$ cat config.mk
export PLATFORM = sky130hd
export DESIGN_NAME = painterengine_gpu_reader_fifo
export DESIGN_NICKNAME = d
export VERILOG_FILES = /design/src/rtl/painterengine_gpu_reader_fifo.sv
export SDC_FILE = /design/constraint.sdc
export NUM_CORES = 1
export LEC_CHECK = 0
export ABC_AREA = 0
export ABC_CLOCK_PERIOD_IN_PS = 5000
export CAP_MARGIN = 20
export CORE_MARGIN = 10
export CORE_UTILIZATION = 50
export CTS_BUF_LIST = sky130_fd_sc_hd__clkbuf_4 sky130_fd_sc_hd__clkbuf_8
export DETAILED_ROUTE_END_ITERATION = 10
export MAX_ROUTING_LAYER = met4
export PLACE_DENSITY = 0.7
export SETUP_SLACK_MARGIN = 0.3
export SLEW_MARGIN = 40
export SYNTH_ARGS = -nofsm -noshare
export SYNTH_HDL_FRONTEND = slang
export SYNTH_SLANG_ARGS = --single-unit
$ cat constraint.sdc
create_clock -name i_wire_clock -period 5 [get_ports i_wire_clock]
set_clock_uncertainty 0.1 [all_clocks]
set_input_delay 1 -clock i_wire_clock [delete_from_list [all_inputs] [get_ports i_wire_clock]]
set_output_delay 1 -clock i_wire_clock [all_outputs]
set_load 0.02 [all_outputs]
$ cat src/rtl/painterengine_gpu_reader_fifo.sv
// Reader-channel FIFO stage: buffers AXI read words and presents a counted valid/next stream.
// Optional head-word byte reversal via PAINTERENGINE_GPU_READER_FIFO_BYTE_SWAP_EN.
module painterengine_gpu_reader_fifo #(
  parameter int DATA_WIDTH   = 32,
  parameter int DEPTH_LOG2   = 4,
  parameter int LENGTH_WIDTH = 32
) (
  input  logic                    i_wire_clock,
  input  logic                    i_wire_reset,
  input  logic                    i_wire_start,
  input  logic [LENGTH_WIDTH-1:0] i_wire_length,
  output logic                    o_wire_busy,
  output logic                    o_wire_done,
  input  logic [DATA_WIDTH-1:0]   i_wire_in_data,
  input  logic                    i_wire_in_valid,
  output logic                    o_wire_in_next,
  output logic [DATA_WIDTH-1:0]   o_wire_out_data,
  output logic                    o_wire_out_valid,
  input  logic                    i_wire_out_next,
  output logic [DEPTH_LOG2:0]     o_wire_level
);

  // state   | meaning
  // ST_IDLE | no transfer armed since reset
  // ST_RUN  | words are being accepted and/or delivered
  // ST_DONE | last word consumed; waits for the next start
  typedef enum logic [1:0] {
    ST_IDLE = 2'd0,
    ST_RUN  = 2'd1,
    ST_DONE = 2'd2
  } state_t;

  localparam int                      DEPTH      = 1 << DEPTH_LOG2;
  localparam logic [DEPTH_LOG2:0]     LEVEL_FULL = (DEPTH_LOG2 + 1)'(DEPTH);
  localparam logic [DEPTH_LOG2:0]     LEVEL_ONE  = (DEPTH_LOG2 + 1)'(1);
  localparam logic [DEPTH_LOG2-1:0]   PTR_ONE    = DEPTH_LOG2'(1);
  localparam logic [LENGTH_WIDTH-1:0] CNT_ONE    = LENGTH_WIDTH'(1);

  state_t                  state_q, state_d;
  logic [DATA_WIDTH-1:0]   mem_q [DEPTH];
  logic [DEPTH_LOG2-1:0]   wr_ptr_q, wr_ptr_d;
  logic [DEPTH_LOG2-1:0]   rd_ptr_q, rd_ptr_d;
  logic [DEPTH_LOG2:0]     level_q, level_d;
  logic [LENGTH_WIDTH-1:0] rx_count_q, rx_count_d;
  logic [LENGTH_WIDTH-1:0] tx_count_q, tx_count_d;
  logic [LENGTH_WIDTH-1:0] length_q, length_d;

  logic                    run;
  logic                    push;
  logic                    pop;
  logic [DATA_WIDTH-1:0]   head_word;
  logic [DATA_WIDTH-1:0]   head_view;

  assign run = (state_q == ST_RUN);

  // Ready depends on registers only, so the reader never sees a valid->next loop.
  assign o_wire_in_next   = run && (level_q < LEVEL_FULL) && (rx_count_q < length_q);
  assign o_wire_out_valid = run && (level_q != '0);
  assign push             = i_wire_in_valid && o_wire_in_next;
  assign pop              = o_wire_out_valid && i_wire_out_next;

  assign o_wire_busy  = run;
  assign o_wire_done  = (state_q == ST_DONE);
  assign o_wire_level = level_q;

  always_comb begin
    state_d    = state_q;
    wr_ptr_d   = wr_ptr_q;
    rd_ptr_d   = rd_ptr_q;
    level_d    = level_q;
    rx_count_d = rx_count_q;
    tx_count_d = tx_count_q;
    length_d   = length_q;

    case (state_q)
      ST_IDLE, ST_DONE: begin
        if (i_wire_start) begin
          length_d   = i_wire_length;
          wr_ptr_d   = '0;
          rd_ptr_d   = '0;
          level_d    = '0;
          rx_count_d = '0;
          tx_count_d = '0;
          state_d    = (i_wire_length == '0) ? ST_DONE : ST_RUN;
        end
      end
      ST_RUN: begin
        if (push) begin
          wr_ptr_d   = wr_ptr_q + PTR_ONE;
          rx_count_d = rx_count_q + CNT_ONE;
        end
        if (pop) begin
          rd_ptr_d   = rd_ptr_q + PTR_ONE;
          tx_count_d = tx_count_q + CNT_ONE;
          if ((tx_count_q + CNT_ONE) == length_q) begin
            state_d = ST_DONE;
          end
        end
        case ({push, pop})
          2'b10:   level_d = level_q + LEVEL_ONE;
          2'b01:   level_d = level_q - LEVEL_ONE;
          default: level_d = level_q;
        endcase
      end
      default: state_d = ST_IDLE;
    endcase
  end

  always_ff @(posedge i_wire_clock) begin
    if (i_wire_reset) begin
      state_q    <= ST_IDLE;
      wr_ptr_q   <= '0;
      rd_ptr_q   <= '0;
      level_q    <= '0;
      rx_count_q <= '0;
      tx_count_q <= '0;
      length_q   <= '0;
    end else begin
      state_q    <= state_d;
      wr_ptr_q   <= wr_ptr_d;
      rd_ptr_q   <= rd_ptr_d;
      level_q    <= level_d;
      rx_count_q <= rx_count_d;
      tx_count_q <= tx_count_d;
      length_q   <= length_d;
    end
  end

  // Storage needs no reset: the head is masked to zero whenever the FIFO is empty.
  always_ff @(posedge i_wire_clock) begin
    if (!i_wire_reset && push) begin
      mem_q[wr_ptr_q] <= i_wire_in_data;
    end
  end

  assign head_word = mem_q[rd_ptr_q];

`ifdef PAINTERENGINE_GPU_READER_FIFO_BYTE_SWAP_EN
  always_comb begin
    head_view = '0;
    for (int b = 0; b < DATA_WIDTH / 8; b++) begin
      head_view[8*b +: 8] = head_word[DATA_WIDTH-8-8*b +: 8];
    end
  end
`else
  assign head_view = head_word;
`endif

  assign o_wire_out_data = o_wire_out_valid ? head_view : '0;

endmodule

# After elaboration in Yosys (flattened, before gate mapping)
# Memory sizes are Yosys's and may differ from the RTL's. A register that Yosys moved wholly into a read port is not among the register bits.
# Cells that the tools add are included.
# totals
reg_bits	111
mem_bits_rw	512
inputBits	69
output_inout_bits	41
memories	1
# mem_list
memory	words	word_bits	rd	rd_clocked_by_memory_dff	write_ports	line_no	source
mem_q	16	32	1	1	1	40	logic [DATA_WIDTH-1:0] mem_q [DEPTH];
# classes
n_addsub	6
n_lt_le_gt_ge	2
n_eq_ne	10
n_mux	23
reduce_logical	17
# op_table
operator	count
$mux W32	4
$pmux W32 S2	2
$add A32 B1 Y32 const B	2
$eq A32 B32 Y1	1
$logic_not A32 Y1	1
$lt A32 B32 Y1	1
$mux W4	5
$pmux W5 S2	2
$pmux W4 S2	2
$reduce_and A3 Y1	4
$add A4 B1 Y4 const B	2
$mux W2	4
$logic_and A1 B1 Y1	6
$ne A2 B1 Y1 const B	3
$add A5 B1 Y5 const B	1
$lt A5 B5 Y1 const B	1
$mux W5	1
$reduce_bool A5 Y1	1
$sub A5 B1 Y5 const B	1
$eq A2 B1 Y1 const B	2
$eq A2 B2 Y1 const B	2
$pmux W2 S2	1
$ne A3 B1 Y1 const B	1
$logic_not A2 Y1	1
6 further kinds	7

# Longest topological paths before layout
# Gate-level depths: netlist (run 1).
# depth
word_depth	7
mapped_depth	19
depth_no_buf	18

# Worst setup path after synthesis (run 1)
# Ideal clock, no wire load.
# synth_timing
kind	reg2reg
start	register length_q[11]
end	memory mem_q[0][0], enable pin
setup_time_ns	0.501
arrival_time_ns	5.231
required_time_ns	4.399
setup_slack_ns	-0.832
stages_incl_launch_ff	10
path_buffers	0
synth_period_minus_slack_ns	5.832
cell_sequence	dfxtp_1 > inv_1 > ha_1 > a21oi_1 > o21ai_0 > a2111oi_0 > a21oi_1 > nor2_1 > nand2_1 > nor4_1
# synth_via
elab_chain_len	6
# synth_lines
item	line_no	source
from (decl)	46	logic [LENGTH_WIDTH-1:0] length_q, length_d;
from (signal assigned)	125	length_q <= length_d;
$lt A32 B32 Y1	57	assign o_wire_in_next = run && (level_q < LEVEL_FULL) && (rx_count_q < length_q);
$logic_and A1 B1 Y1	57	
via o_wire_in_next	16	output logic o_wire_in_next,
$logic_and A1 B1 Y1	59	assign push = i_wire_in_valid && o_wire_in_next;
$logic_and A1 B1 Y1	131	if (!i_wire_reset && push) begin
$mux W1	131	
$mux W1 (implied by the code)	132	mem_q[wr_ptr_q] <= i_wire_in_data;
to (decl)	40	
# The timed path passes the listed nets, and every way through them passes these cells.

# Worst setup path after layout (run 1)
# layout_timing
start	register length_q[31]
end	output port o_wire_in_next
# layout_via
elab_chain_len	2
# layout_lines
item	line_no
$lt A32 B32 Y1	57
$logic_and A1 B1 Y1	57
to (decl)	16
# No other way between the ends.

==> run_results.csv, run 1 <==
group,metric,value,unit
run_status,status,"finished, final reports clean",
clock_tree,cts-root-buf,"clkbuf_8",
hold_path,min_from,"length_q[30]$_SDFFE_PP0P_",
grt,antenna_found_initial,7,
yosys,synth_cell_types,68,
yosys,synth_edf_count,512,
timing,setup_viol,0,
timing,hold_ws,0.388,ns
floorplanning,num_rows,84,
clock_tree,cts_max_level,3,
clock_tree,worstSkewPairLatency,0.71,ns
floorplanning,core,0.0528,mm^2
placed_design,dpl-instance-area,0.0289,mm^2
timing,rsz0062_at_grt,"yes",
grt,overflow,0,
hold_path,hold_path.class,"register to register",
clock_tree,clk_pin_slew,0.06,ns
route,wire_per_inst,24.6,um
timing,worst_pin_slew,0.836,ns
critical_path,cp_data_arrival_time,3.45,ns
route,drc,0,
timing,fmax,0.220,GHz
floorplanning,io_pins,110,
layout,final_area,0.0310,mm^2
critical_path,start_kind,"register",
floorplanning,start_util,0.506,
critical_path,crit_end,"o_wire_in_next",
critical_path,r2r_start,"length_q[31]$_SDFFE_PP0P_",
yosys,ys_warn_count,0,
layout,fin_cells,2634,
placed_design,dp_cells,2442,
grt,grt_pass1_wl,99400,um
route,wl,64800,um
layout,syn_to_final_growth,16.1,%
yosys,synth_area_per_cell,15.7,um^2
clock_tree,cts_tree,"done",
timing,final-hold-violation-count,0,
timing,tns,0,ns
yosys,synth.net_count,1811,
yosys,syn-instance-count,1700,
yosys,ys_seq_elements,627,
route,vias_per_cell,6.10,
grt,grtUsageTotal,0.212,
clock_tree,cts_num_sinks,627,
floorplanning,die_area,0.0631,mm^2
route,vias,16100,
timing,post-route-period-util,0.910,
critical_path,worstSetupEndpointType,"primary output",
route,detail-route-antenna-nets,0,
route,dr.pass1.iters,5,
placed_design,portBuffers,109,
power,leakagePower,9.65,nW
clock_tree,clock_path_buffers,3,
layout,final_common_cell,"edfxtp_1",
placed_design,dp_hpwl,39100,um
layout,final_cell_mix,"edfxtp_1, mux4_2, a21oi_1, dfxtp_1, clkdlybuf4s50_1",
yosys,ys_seq_area_frac,0.662,
grt,grt_pass1_vias,16100,
yosys,netlist_area,0.0267,mm^2
layout,nets,1967,
critical_path,path_max_fanout,4,
job,maxCapViolCount,0,
power,irDropWorstVdd,0.258,mV
critical_path,worstSetupPathType,"register to primary output",
critical_path,rr_worst_depth,15,
timing,finalCriticalPeriod,4.55,ns
floorplanning,die_height,251,um
timing,max-slew-margin-rel,0.441,
grt,grt_max_degree,65,
yosys,async_flop_share,0,
clock_tree,cts-buffers-inserted,99,
layout,drive_above_1_share,0.225,
critical_path,crit_start,"length_q[31]$_SDFFE_PP0P_",
timing,slew_violations,0,
power,power,10.5,mW
placed_design,routabilityCongestion,0.889,
yosys,synth_ff_type,"edfxtp_1",
critical_path,r2r_end,"o_wire_level[4]$_SDFFE_PP0P_",
power,p_per_area,339,mW/mm^2
floorplanning,fp.dieW,251,um
route,drt_iter0_drc,1761,
critical_path,rrSetupSlack,0.89,ns
critical_path,required,3.90,ns
## state kept, by name, indices dropped and copies added (netlist names), named ones only
signal        cells
length_q         32
mem_q           512
o_wire_level      5
rd_ptr_q          4
rx_count_q       32
state_q           2
tx_count_q       32
wr_ptr_q          4
## cell families after synthesis
kind of cell | Yosys count | synth area share
fa+ha+maj | 42 | 0.0199
buf+inv | 154 | 0.0244
xor+xnor | 55 | 0.0180
simple gates | 427 | 0.0880
compound gates | 229 | 0.0509
flops | 627 | 0.662
mux | 166 | 0.137
## power breakdown
part | switching (mW) | internal (mW) | total (mW)
logic | 0.256 | 0.164 | 0.420
registers | 0.0271 | 5.67 | 5.69
clock network | 2.03 | 2.37 | 4.40
total | 2.31 | 8.20 | 10.5
## stage by stage
stage / utilization / setup slack (ns)
3_5_place_dp: 0.549 / 0.840
5_1_grt: 0.588 / 0.284
2_1_floorplan: - / -0.832
3_3_place_gp: 0.548 / 0.942
4_1_cts: 0.587 / 0.308
6_report: 0.588 / 0.448
## cell type report
cell class	count	area, um^2
multi-input cells	919	8550
fillers	3961	21700
well taps	688	861
diodes	7	17.5
inverters	53	199
repair buffers	156	1690
clock inverters	44	325
flip-flops and latches	627	17700
clock buffers	140	1700
## cell usage after synthesis, drive strengths merged (14+ instances only)
cell type	instances	share of area
clkbuf	62	0.0087
ha	41	0.019
a21oi	116	0.022
o21ai	40	0.0076
dfxtp	115	0.086
edfxtp	512	0.58
nand2	111	0.016
o31ai	23	0.0066
nor3	22	0.0047
nand4	29	0.0074
or4	27	0.0076
xnor2	38	0.012
or3	14	0.0034
inv	53	0.0074
nor4	28	0.0087
nor2b	37	0.0087
xor2	17	0.0056
buf	39	0.0083
mux4	160	0.13
nor2	67	0.0096
nand3	44	0.0087
## what timing repair did
action | 4_1_cts | 5_1_grt
hold buffers | 0 | 0
hold endpoints to repair | 0 | 0
endpoints found under the setup margin | 1 | 5
gates resized for setup | 2 | 3
setup buffers | 0 | 1
## worst min-delay path by stage
| stage | to | cells past startpoint |
|---|---|---|
| final | length_q[30]$_SDFFE_PP0P_ | 2 |
| after CTS | length_q[2]$_SDFFE_PP0P_ | 2 |
| after detailed placement | length_q[30]$_SDFFE_PP0P_ | 2 |
| after floorplan | length_q[10]$_SDFFE_PP0P_ | 2 |
| after global routing | length_q[11]$_SDFFE_PP0P_ | 2 |
| after global placement | length_q[14]$_SDFFE_PP0P_ | 2 |
## routing by layer
layer	global-route usage	vias up	routed length (um)	part of all wire
met1	0.275	8199	26000	0.40
met3	0.0445	115	5310	0.082
li1	-	7068	-	-
met2	0.329	682	31800	0.49
met4	0.0727	0	1620	0.025
met5	-	-	0	0
## worst max-delay path: stages (launching register included)
cell and delay (ns):
dfxtp_1 0.43, inv_1 0.08, ha_1 0.30, nand4_1 0.12
or2_2 0.35, nor3_1 0.32, o21ai_0 0.20, o2111ai_1 0.26
nor2_2 0.13, clkdlybuf4s50_1 0.56
No activity file was read; power rests on OpenSTA's default activity.
==> run 2, diff against run 1 <==
--- a/config.mk
+++ b/config.mk
@@ -15,7 +15,6 @@
 export MAX_ROUTING_LAYER = met4
 export PLACE_DENSITY = 0.7
 export SETUP_SLACK_MARGIN = 0.3
-export SLEW_MARGIN = 40
 export SYNTH_ARGS = -nofsm -noshare
 export SYNTH_HDL_FRONTEND = slang
 export SYNTH_SLANG_ARGS = --single-unit
==> run 2 against run 1 <==
Flip-flop and latch count unchanged; highest routed layer unchanged; clock power up 8.9%; critical path depth unchanged; register-to-register slack better by 0.18 ns; global-route usage about the same; final area up 0.73%; non-clock buffer count up 5; worst setup slack worse by 0.043 ns.
==> run_results.csv, run 2 (same netlist as run 1, synthesis figures left out) <==
group,metric,value,unit
run_status,status,"finished, final reports clean",
layout,final_util,0.592,
layout,nets,1973,
grt,grt_pass1_wl,99700,um
route,vias,16100,
floorplanning,fp.dieW,251,um
clock_tree,cts-buffers-inserted,100,
layout,top_register,"mem_q",
critical_path,required,3.90,ns
clock_tree,cts_tree,"done",
layout,final_common_cell,"edfxtp_1",
critical_path,path_delay_family,"buffers and inverters",
floorplanning,num_rows,84,
layout,syn_to_final_growth,17.0,%
route,wire_per_inst,24.6,um
grt,grtUsageTotal,0.212,
layout,final_area,0.0313,mm^2
placed_design,portBuffers,109,
route,vias_per_cell,6.07,
route,wl,65100,um
floorplanning,die_height,251,um
timing,tns,0,ns
placed_design,dp_cells,2439,
power,leakagePower,9.77,nW
critical_path,slowest_stage,"clkdlybuf4s50_1",
clock_tree,cts-root-buf,"clkbuf_8",
clock_tree,clk_pin_slew,0.06,ns
timing,max-slew-margin-rel,0.357,
timing,rsz0062_at_grt,"yes",
layout,drive_above_1_share,0.228,
clock_tree,cts_max_level,3,
placed_design,routabilityCongestion,0.889,
layout,final_cell_mix,"edfxtp_1, mux4_2, a21oi_1, dfxtp_1, clkdlybuf4s50_1",
clock_tree,clock_path_buffers,3,
timing,fmax,0.218,GHz
critical_path,cp_data_arrival_time,3.49,ns
critical_path,start_kind,"register",
job,maxCapViolCount,0,
clock_tree,cts_num_sinks,627,
clock_tree,worstSkewPairLatency,0.71,ns
grt,antenna_found_initial,8,
floorplanning,die_area,0.0631,mm^2
layout,largest_reg_flops,512,
power,irDropWorstVdd,0.254,mV
route,detail-route-antenna-nets,0,
layout,nFillCells,3917,
clock_tree,postCtsHoldBufs,0,
critical_path,worstSetupEndpointType,"primary output",
timing,setup_viol,0,
timing,finalCriticalPeriod,4.59,ns
placed_design,pre_cts_slack,0.864,ns
timing,setup_ws,0.406,ns
timing,post-route-period-util,0.919,
layout,multi_input_area,0.00855,mm^2
floorplanning,io_pins,110,
power,p_per_area,349,mW/mm^2
grt,overflow,0,
critical_path,crit_buf_inv,2,
floorplanning,core,0.0528,mm^2
route,dr.pass1.iters,6,
grt,grt_pass1_vias,16000,
layout,register_area,0.0177,mm^2
placed_design,dpl-instance-area,0.0289,mm^2
critical_path,cp_cell_sequence,"inv_1 -> ha_1 -> a21o_1 -> nand3_1 -> a21oi_1 -> nor4_1 -> o2111ai_1 -> nor2_1 -> clkdlybuf4s50_1",
critical_path,path_max_fanout,4,
layout,fin_cells,2645,
hold_path,hold_path.class,"register to register",
placed_design,dp_hpwl,38900,um
critical_path,worstSetupPathType,"register to primary output",
critical_path,cpPeakStageDelay,0.68,ns
timing,final-hold-violation-count,0,
route,drt_iter0_drc,1783,
grt,grt_max_degree,65,
timing,worst_pin_slew,0.962,ns
floorplanning,start_util,0.506,
timing,slew_violations,0,
route,drc,0,
==> run 2: layer usage <==
| metal | vias to the layer above | GRT usage | routed length (um) |
|---|---|---|---|
| li1 | 7061 | - | - |
| met5 | - | - | 0 |
| met2 | 690 | 0.332 | 31900 |
| met4 | 0 | 0.0628 | 1410 |
| met1 | 8182 | 0.278 | 26500 |
| met3 | 120 | 0.0440 | 5260 |
==> run 2: timing repair <==
| item | 4_1_cts | 5_1_grt |
|---|---|---|
| gates cloned | 0 | 0 |
| buffers inserted | 0 | 8 |
| endpoints found under the hold margin | 0 | 0 |
| endpoints found under the setup margin | 2 | 3 |
| gates resized for setup | 3 | 2 |
==> run 2: final timing paths <==
kind,start,end,slack [ns],depth (start not counted)
worst max-delay path,length_q[25]$_SDFFE_PP0P_,o_wire_in_next,0.41,9
worst min-delay path,length_q[9]$_SDFFE_PP0P_,length_q[9]$_SDFFE_PP0P_,0.39,2
worst max register to register,length_q[25]$_SDFFE_PP0P_,mem_q[6][23]$_DFFE_PP_,1.07,12
worst min register to register,length_q[9]$_SDFFE_PP0P_,length_q[9]$_SDFFE_PP0P_,0.39,2
==> run 2: per-stage QoR <==
step           hold WS, ns  power (mW)
3_3_place_gp         0.375        6.20
6_report             0.387        10.9
2_1_floorplan        0.361        6.00
4_1_cts              0.386        11.0
5_1_grt              0.413        11.3
3_5_place_dp         0.377        6.21
==> run 2: area by class of cell <==
cell class / instances / area share
Sequential cell: 627 / 0.566
Timing Repair Buffer: 161 / 0.0554
Clock inverter: 48 / 0.0156
Antenna cell: 8 / 0.000640
Inverter: 53 / 0.00636
Multi-Input combinational cell: 919 / 0.273
Clock buffer: 141 / 0.0553
Tap cell: 688 / 0.0275
==> run 2: power by group <==
| group | switching (mW) | total [mW] | internal, mW | leakage (nW) |
|---|---|---|---|---|
| Sequential | 0.0263 | 5.69 | 5.67 | 5.54 |
| Clock | 2.07 | 4.79 | 2.72 | 1.17 |
| Combinational | 0.256 | 0.418 | 0.162 | 3.07 |
==> run 2: tightest hold or removal path, stage by stage, from the launching register on <==
cell and delay, ns:
dfxtp_1 0.33, nand2_1 0.06, a21oi_1 0.05
==> run 3, diff against run 2 <==
--- a/config.mk
+++ b/config.mk
@@ -5,7 +5,7 @@
 export SDC_FILE = /design/constraint.sdc
 export NUM_CORES = 1
 export LEC_CHECK = 0
-export ABC_AREA = 0
+export ABC_AREA = 1
 export ABC_CLOCK_PERIOD_IN_PS = 5000
 export CAP_MARGIN = 20
 export CORE_MARGIN = 10
==> run 3 against run 2 <==
Critical path depth shrank 1; via count grew 24%; register-to-register slack gained 0.25 ns; final cell count grew 35%; global-route usage grew 1.0 points; sequential power is essentially flat; synthesized area grew 4.6%.
==> run_results.csv, run 3 <==
group,metric,value,unit
power,leakagePower,10.9,nW
layout,drive_above_1_share,0.0995,
layout,final_util,0.583,
yosys,syn-instance-count,2611,
power,seq_power_share,0.535,
floorplanning,die_height,256,um
layout,final_common_cell,"edfxtp_1",
yosys,synth.net_count,2722,
layout,final_cell_mix,"edfxtp_1, nand2_1, o21ai_0, inv_1, a21oi_1",
grt,grtUsageTotal,0.223,
yosys,yosys.cell_count.top_type,"edfxtp_1",
power,clockPowerShare,0.418,
timing,final-hold-violation-count,0,
clock_tree,cts_max_level,3,
grt,overflow,0,
timing,tns,0,ns
critical_path,path_max_fanout,21,
placed_design,portBuffers,109,
timing,finalCriticalPeriod,4.50,ns
floorplanning,num_rows,86,
route,vias,19900,
placed_design,dp_hpwl,43800,um
yosys,ys_seq_elements,627,
yosys,netlist_top_cells_area,"edfxtp_1, dfxtp_1, nand2_1",
layout,nFillCells,4494,
clock_tree,clock_path_buffers,3,
yosys,ys_seq_area_frac,0.633,
floorplanning,die_area,0.0657,mm^2
clock_tree,worstSkewPairLatency,0.70,ns
route,drc,0,
grt,grt_pass1_vias,19400,
critical_path,cp_data_arrival_time,3.40,ns
timing,fmax,0.222,GHz
route,drt_iter0_drc,1897,
timing,setup_viol,0,
route,wire_per_inst,20.3,um
power,p_sw,2.32,mW
route,dr.pass1.iters,6,
yosys,synth_top_cell_area_share,0.550,
critical_path,start_kind,"register",
grt,antenna_found_initial,3,
yosys,synth_edf_count,512,
timing,worst_pin_slew,0.922,ns
layout,syn_to_final_growth,15.2,%
timing,rsz0062_at_grt,"no",
yosys,synth_commonest_cells,"edfxtp_1, nand2_1, o21ai_0",
timing,slew_violations,0,
layout,largest_reg_flops,512,
grt,grt_max_degree,103,
yosys,synth_area_per_cell,10.7,um^2
layout,nets,2852,
power,pwr-share-comb,0.047,
yosys,synth_ff_type,"edfxtp_1",
power,irDropWorstVdd,0.225,mV
clock_tree,cts-root-buf,"clkbuf_8",
hold_path,hold_path.class,"register to register",
route,vias_per_cell,5.59,
floorplanning,core,0.0552,mm^2
timing,post-route-period-util,0.900,
critical_path,required,3.90,ns
yosys,async_flop_share,0,
clock_tree,postCtsHoldBufs,0,
yosys,ys_warn_count,0,
floorplanning,io_pins,110,
floorplanning,start_util,0.506,
route,wl,72300,um
grt,grt_pass1_wl,112000,um
clock_tree,cts-buffers-inserted,101,
job,maxCapViolCount,0,
layout,top_register,"mem_q",
critical_path,worstSetupEndpointType,"primary output",
yosys,yosysTopAreaCell,"edfxtp_1",
power,p_per_area,331,mW/mm^2
clock_tree,clk_pin_slew,0.06,ns
floorplanning,fp.dieW,256,um
yosys,synth_cell_types,50,
critical_path,worstSetupPathType,"register to primary output",
clock_tree,cts_num_sinks,627,
power,power,10.7,mW
route,detail-route-antenna-nets,0,
placed_design,routabilityCongestion,0.921,
clock_tree,cts_tree,"done",
power,swShare,0.218,
run_status,status,"finished, final reports clean",
yosys,netlist_area,0.0279,mm^2
timing,max-slew-margin-rel,0.385,
power,internal_power,8.33,mW
run 3: final timing paths:
kind | to | cells after the start | slack, ns | from
max reg2reg | mem_q[12][27]$_DFFE_PP_ | 10 | 1.32 | rx_count_q[27]$_SDFFE_PP0P_
max | o_wire_out_data[24] | 8 | 0.50 | state_q[0]$_SDFFE_PP0P_
min | tx_count_q[31]$_SDFFE_PP0P_ | 2 | 0.39 | tx_count_q[31]$_SDFFE_PP0P_
min reg2reg | tx_count_q[31]$_SDFFE_PP0P_ | 2 | 0.39 | tx_count_q[31]$_SDFFE_PP0P_
run 3: power by group through the flow:
stage	sequential (mW)	combinational, mW	clock, mW
final	5.70	0.500	4.45
after global routing	5.70	0.554	4.76
after CTS	5.70	0.496	4.52
after detailed placement	5.81	0.491	0
after global placement	5.81	0.478	0
after floorplan	5.80	0.267	0
run 3: layout make-up:
class,count,area (um^2),share of cell area
Sequential cell,627,17700,0.550
Multi-Input combinational cell,1601,8890,0.276
Clock buffer,149,1790,0.0555
Timing Repair Buffer,150,1650,0.0513
Inverter,260,978,0.0304
Tap cell,748,936,0.0291
Clock inverter,28,244,0.00758
Antenna cell,3,7.51,0.000233
run 3: stage by stage:
step | instance area (um^2) | std cells | worst slack, ns | hold slack (ns)
2_1_floorplan | 27900 | 2611 | 1.38 | 0.347
3_3_place_gp | 30100 | 3384 | 1.06 | 0.370
3_5_place_dp | 30100 | 3384 | 0.949 | 0.379
4_1_cts | 32100 | 3562 | 0.345 | 0.386
5_1_grt | 32200 | 3566 | 0.322 | 0.418
6_report | 32200 | 3566 | 0.499 | 0.386
run 3: logic make-up after synthesis:
group,share of synthesized area
XOR/XNOR,0.00833
adder cells (fa/ha/maj),0.0191
multiplexers,0.0459
buffers and inverters,0.0535
AO/OA/AOI/OAI,0.122
flip-flops,0.633
AND/OR/NAND/NOR,0.119
run 3: critical path, stage by stage (launching register included):
cell and delay, ns:
dfxtp_1 0.41, inv_2 0.06, nor2_2 0.15, o21ai_1 0.12, inv_2 0.55, buf_4 0.39, nand2_1 0.09, a31oi_1 0.25
clkdlybuf4s50_1 0.68
run 3: repair_timing:
action,in CTS,in global routing
resized for setup,0,1
setup endpoints to repair,1,3
setup buffers,1,1
run 3: layer usage:
metal,GRT usage,vias up,part of all wire
li1,-,9455,-
met2,0.344,723,0.46
met4,0.0610,0,0.022
met3,0.0427,119,0.079
met1,0.298,9645,0.43
met5,-,-,0
